==> config.mk <==
export PLATFORM = sky130hd
export DESIGN_NAME = cfg_ram_loader
export DESIGN_NICKNAME = d
export VERILOG_FILES = /design/src/rtl/cfg_ram_loader.sv
export SDC_FILE = /design/constraint.sdc
export NUM_CORES = 1
export LEC_CHECK = 0
export ABC_AREA = 0
export CAP_MARGIN = 20
export CORE_ASPECT_RATIO = 0.75
export CORE_UTILIZATION = 42
export CTS_CLUSTER_DIAMETER = 150
export CTS_CLUSTER_SIZE = 20
export DETAILED_ROUTE_END_ITERATION = 8
export MAX_ROUTING_LAYER = met4
export PLACE_DENSITY = 0.78
export SLEW_MARGIN = 20
export SYNTH_ARGS = -nofsm -noshare
export SYNTH_HDL_FRONTEND = slang
export SYNTH_SLANG_ARGS = --single-unit
==> constraint.sdc <==
create_clock -name clk -period 2.1 [get_ports clk]
set_input_delay 0.42 -clock clk [delete_from_list [all_inputs] [get_ports clk]]
set_output_delay 0.42 -clock clk [all_outputs]
set_load 0.005 [all_outputs]
==> src/rtl/cfg_ram_loader.sv <==
// cfg_ram_loader: framed host stream -> configuration RAM write port.
// One header word per frame selects the start unit/entry and the payload
// length; each payload word becomes one registered write, walking entry
// 0..3 inside a unit before moving to the next unit.
module cfg_ram_loader #(
  parameter logic [7:0] MAGIC   = 8'hC5,
  parameter logic [7:0] SEL_MAX = 8'd255
) (
  input  logic        clk,
  input  logic        rst_n,
  input  logic        s_valid,
  output logic        s_ready,
  input  logic [63:0] s_data,
  input  logic        s_last,
  output logic [1:0]  addr_wr,
  output logic [7:0]  sram_sel,
  output logic        wr_en,
  output logic [63:0] din,
  output logic        done,
  output logic        err
);

  typedef enum logic [1:0] {IDLE, DATA, DRAIN, DONE} state_t;

  state_t      state_q, state_d;
  logic        rdy_q, rdy_d;
  logic        flag_q, flag_d;
  logic [1:0]  cur_addr_q, cur_addr_d;
  logic [8:0]  cur_sel_q, cur_sel_d;   // extra bit catches the 255->256 carry
  logic [9:0]  rem_q, rem_d;
  logic        wr_en_q, wr_en_d;
  logic [1:0]  addr_q, addr_d;
  logic [7:0]  sel_q, sel_d;
  logic [63:0] din_q, din_d;
  logic        done_q, done_d;
  logic        err_q, err_d;
  logic        xfer;
  logic        hdr_bad;

  assign xfer    = s_valid && rdy_q;
  assign hdr_bad = (s_data[63:56] != MAGIC) || ({1'b0, s_data[7:0]} > {1'b0, SEL_MAX});

  // Next-state, datapath and registered-output decode.
  always_comb begin
    state_d    = state_q;
    flag_d     = flag_q;
    cur_addr_d = cur_addr_q;
    cur_sel_d  = cur_sel_q;
    rem_d      = rem_q;
    wr_en_d    = 1'b0;
    addr_d     = addr_q;
    sel_d      = sel_q;
    din_d      = din_q;
    done_d     = 1'b0;
    err_d      = 1'b0;
    case (state_q)
      IDLE: if (xfer) begin
        if (hdr_bad || s_last) begin
          // Bad header, or a good header with no payload behind it.
          flag_d  = 1'b1;
          state_d = s_last ? DONE : DRAIN;
        end else begin
          cur_addr_d = s_data[9:8];
          cur_sel_d  = {1'b0, s_data[7:0]};
          rem_d      = s_data[25:16];
          state_d    = DATA;
        end
      end
      DATA: if (xfer) begin
        if (cur_sel_q > {1'b0, SEL_MAX}) begin
          // Target walked past the last unit: drop the word, flag the frame.
          flag_d  = 1'b1;
          state_d = s_last ? DONE : DRAIN;
        end else begin
          wr_en_d    = 1'b1;
          addr_d     = cur_addr_q;
          sel_d      = cur_sel_q[7:0];
          din_d      = s_data;
          cur_addr_d = cur_addr_q + 2'd1;
          if (cur_addr_q == 2'd3) cur_sel_d = cur_sel_q + 9'd1;
          if (rem_q == 10'd0) begin
            if (!s_last) flag_d = 1'b1;   // long frame
            state_d = s_last ? DONE : DRAIN;
          end else if (s_last) begin
            flag_d  = 1'b1;               // short frame
            state_d = DONE;
          end else begin
            rem_d = rem_q - 10'd1;
          end
        end
      end
      DRAIN: if (xfer && s_last) state_d = DONE;
      DONE: begin
        done_d  = 1'b1;
        err_d   = flag_q;
        flag_d  = 1'b0;
        state_d = IDLE;
      end
      default: state_d = IDLE;
    endcase
    // Ready is registered so it stays low through reset and the DONE cycle.
    rdy_d = (state_d != DONE);
  end

  // State and output registers.
  always_ff @(posedge clk or negedge rst_n) begin
    if (!rst_n) begin
      state_q    <= IDLE;
      rdy_q      <= 1'b0;
      flag_q     <= 1'b0;
      cur_addr_q <= 2'd0;
      cur_sel_q  <= 9'd0;
      rem_q      <= 10'd0;
      wr_en_q    <= 1'b0;
      addr_q     <= 2'd0;
      sel_q      <= 8'd0;
      din_q      <= 64'd0;
      done_q     <= 1'b0;
      err_q      <= 1'b0;
    end else begin
      state_q    <= state_d;
      rdy_q      <= rdy_d;
      flag_q     <= flag_d;
      cur_addr_q <= cur_addr_d;
      cur_sel_q  <= cur_sel_d;
      rem_q      <= rem_d;
      wr_en_q    <= wr_en_d;
      addr_q     <= addr_d;
      sel_q      <= sel_d;
      din_q      <= din_d;
      done_q     <= done_d;
      err_q      <= err_d;
    end
  end

  assign s_ready  = rdy_q;
  assign wr_en    = wr_en_q;
  assign addr_wr  = addr_q;
  assign sram_sel = sel_q;
  assign din      = din_q;
  assign done     = done_q;
  assign err      = err_q;

endmodule
==> flow_summary_export.csv <==
group,metric,value,unit
outcome,run_status,"finished clean",
clocking,cts_root_buf,"clkbuf_16",
clocking,cts_buffers,9,
route,ant_nets,0,
route,drc_errors,0,
cells_and_area,final_nets,601,
cells_and_area,antenna_cells,0,
placed_design,dpl_worst_slack,-369,ps
hold_path,hp-class,"input port to asynchronous set/reset pin",
clocking,hold_buffers,0,
placed_design,io_buffers,145,
clocking,cts.clk_slew.worst_paths,70,ps
global_routing,overflow,0,
cells_and_area,fin_area,6820,µm²
timing,holdWs,63.9,ps
yosys,netlist_area,4590,µm²
route,drt-pass1-iter-count,4,
die,dieArea,11400,µm²
worst_setup_path,cp_max_fo,30,
yosys,synth_top_area_share,55.6,%
timing,slew_viol_final,0,
die,die_h,92.5,µm
die,start_util,43.9,%
yosys,synth-seq-cells,102,
timing,tightest_slew,542,ps
yosys,synth_edf_count,0,
yosys,ys_top_cells_by_count,"dfrtp_1, mux2_1, mux2_2, nand2_1, a21oi_1",
yosys,yosys.area.top_type,"dfrtp_1",
yosys,syn-mean-instance-area,12.9,µm²
global_routing,grt_pass1_vias,3684,
cells_and_area,post-route-util,65.3,%
timing,period_needed,2080,ps
global_routing,antenna_found_initial,0,
yosys,seq_area_frac_synth,55.6,%
yosys,yosys_warnings,0,
cells_and_area,multi_input_area,2020,µm²
timing,clock.fmax,0.482,GHz
global_routing,grt_pass1_wl,18.3,mm
cells_and_area,drive_gt1_share,25.1,%
route,vias_per_cell,5.39,
yosys,synth_ff_type,"dfrtp_1",
yosys,syn_inst,356,
worst_setup_path,crit_type,"flop to flop",
route,wirelength,11.3,mm
die,ios,146,
clocking,post_cts_buffers,0,
placed_design,dp_hpwl,8.12,mm
clocking,clk_latency,340,ps
die,rows,32,
power_and_ir_drop,p_leak,0.00303,µW
timing,fin_skew,7.41,ps
yosys,synth_most_common_cell,"dfrtp_1",
worst_setup_path,required,2330,ps
worst_setup_path,cp-start-kind,"flop",
placed_design,place_area,6390,µm²
route,wl_per_cell,16.9,µm
yosys,synth.area.top_cells,"dfrtp_1, mux2_1, mux2_2, buf_6, a21oi_1",
clocking,cts_num_sinks,102,
cells_and_area,fillers,800,
timing,post-route-period-util,98.9,%
clocking,clockBufferDepth,2,
global_routing,grt_max_degree,40,
timing,finalSetupTns,0,ps
yosys,synth_fp_nets,428,
timing,maxSlewHeadroom,63.9,%
yosys,ys_types,59,
route,drt_iter0_drc,163,
timing,final.setup.worst_slack,23.3,ps
power_and_ir_drop,power_density,1260,nW/µm²
yosys,async_reset_ff_share,100,%
cells_and_area,seq_area,2550,µm²
worst_setup_path,end_kind,"flop",
job,max_cap_viol_count,0,
timing,rsz0062_at_grt,"true",
die,core-area,10500,µm²
power_and_ir_drop,peakVddDrop,0.000730,V
clocking,cts_tree,"done",
global_routing,grt_usage,21.6,%
worst_setup_path,worstPathArrival,2300,ps
route,dr_total_vias,3612,
timing,hold_violations,0,
timing,setup_violations,0,
placed_design,gp_congestion,0.912,
clocking,htreeDepth,3,
cells_and_area,syn2layout_area_growth,48.6,%
die,fp.dieW,123,µm
[cell families (layout without fill, tap and decap cells)]
kind of cell / after synthesis / after routing / share of synthesized area [%]
fa+ha+maj: 4 / 4 / 1.09
xor+xnor: 1 / 1 / 0.191
flops: 102 / 102 / 55.6
compound gates: 78 / 78 / 12.3
buf+inv: 26 / 204 / 4.52
simple gates: 70 / 70 / 7.96
mux: 75 / 75 / 18.4
[critical path, cell delays in order, from the launching register on]
cell     delay, ps
dfrtp_1        370
nand3_2         90
or2_4          270
nor2_4         110
ha_4           160
nor2b_4         40
or3_4          380
buf_12         200
mux2_1         320
[report_power, final]
| part | switching, µW | leakage [µW] | internal [µW] | total, µW |
|---|---|---|---|---|
| registers | 567 | 0.00124 | 2890 | 3460 |
| logic | 1220 | 0.00166 | 2440 | 3650 |
| clock network | 693 | 0.000124 | 806 | 1500 |
| total | 2480 | 0.00303 | 6130 | 8610 |
[what timing repair did]
action | CTS | global route
endpoints found under the setup margin | 45 | 57
hold endpoints to repair | 0 | 0
gates resized for setup | 5 | 39
pin swaps | 0 | 1
[worst paths after layout]
| check | to | start | slack (ps) | depth (start not counted) |
|---|---|---|---|---|
| min in group clk | flag_q | flag_q | 490 | 2 |
| min | rem_q[0] | rst_n | 60 | 1 |
| max in group asynchronous | din[46] | rst_n | 1430 | 2 |
| max reg2reg | addr_wr[0] | cur_sel_q[3] | 20 | 8 |
| max | addr_wr[0] | cur_sel_q[3] | 20 | 8 |
| min reg2reg | flag_q | flag_q | 490 | 2 |
[metal layers]
| layer | global-route usage (%) | vias up | share of wire, % |
|---|---|---|---|
| met5 | - | - | 0 |
| met4 | 5.89 | 0 | 0.66 |
| met3 | 4.93 | 8 | 6.7 |
| met2 | 33.1 | 151 | 47 |
| met1 | 28.9 | 1807 | 46 |
| li1 | - | 1646 | - |
[cell type report]
class / instances / area share, %
tap: 136 / 2.49
timing repair buffer: 180 / 26.2
multi-input combinational: 228 / 29.6
clock inverter: 3 / 0.312
clock buffer: 13 / 3.52
inverter: 8 / 0.440
sequential: 102 / 37.4
[per-stage QoR]
step	total power [µW]	cells
after floorplan	4660	356
after global placement	6680	654
after detailed placement	6820	654
after CTS	8370	670
after global routing	9130	670
final	8610	670
[flip-flops by register name (all words and copies together) (netlist names)]
| register | cells |
|---|---|
| err | 1 |
| rem_q | 10 |
| cur_sel_q | 9 |
| wr_en | 1 |
| addr_wr | 2 |
| cur_addr_q | 2 |
| din | 64 |
| sram_sel | 8 |
| state_q | 2 |
| s_ready | 1 |
| flag_q | 1 |
| done | 1 |
[placed cells by master (no fill, tap or decap), types with 13 or more instances in the layout]
cell / n
clkdlybuf4s50_1: 144
dfrtp_1: 102
mux2_4: 35
buf_4: 30
mux2_2: 25
nand2_1: 20
a21oi_1: 17
mux2_1: 14
o21ai_0: 14
nor2_1: 13
Power figures use the tool's default switching activity.
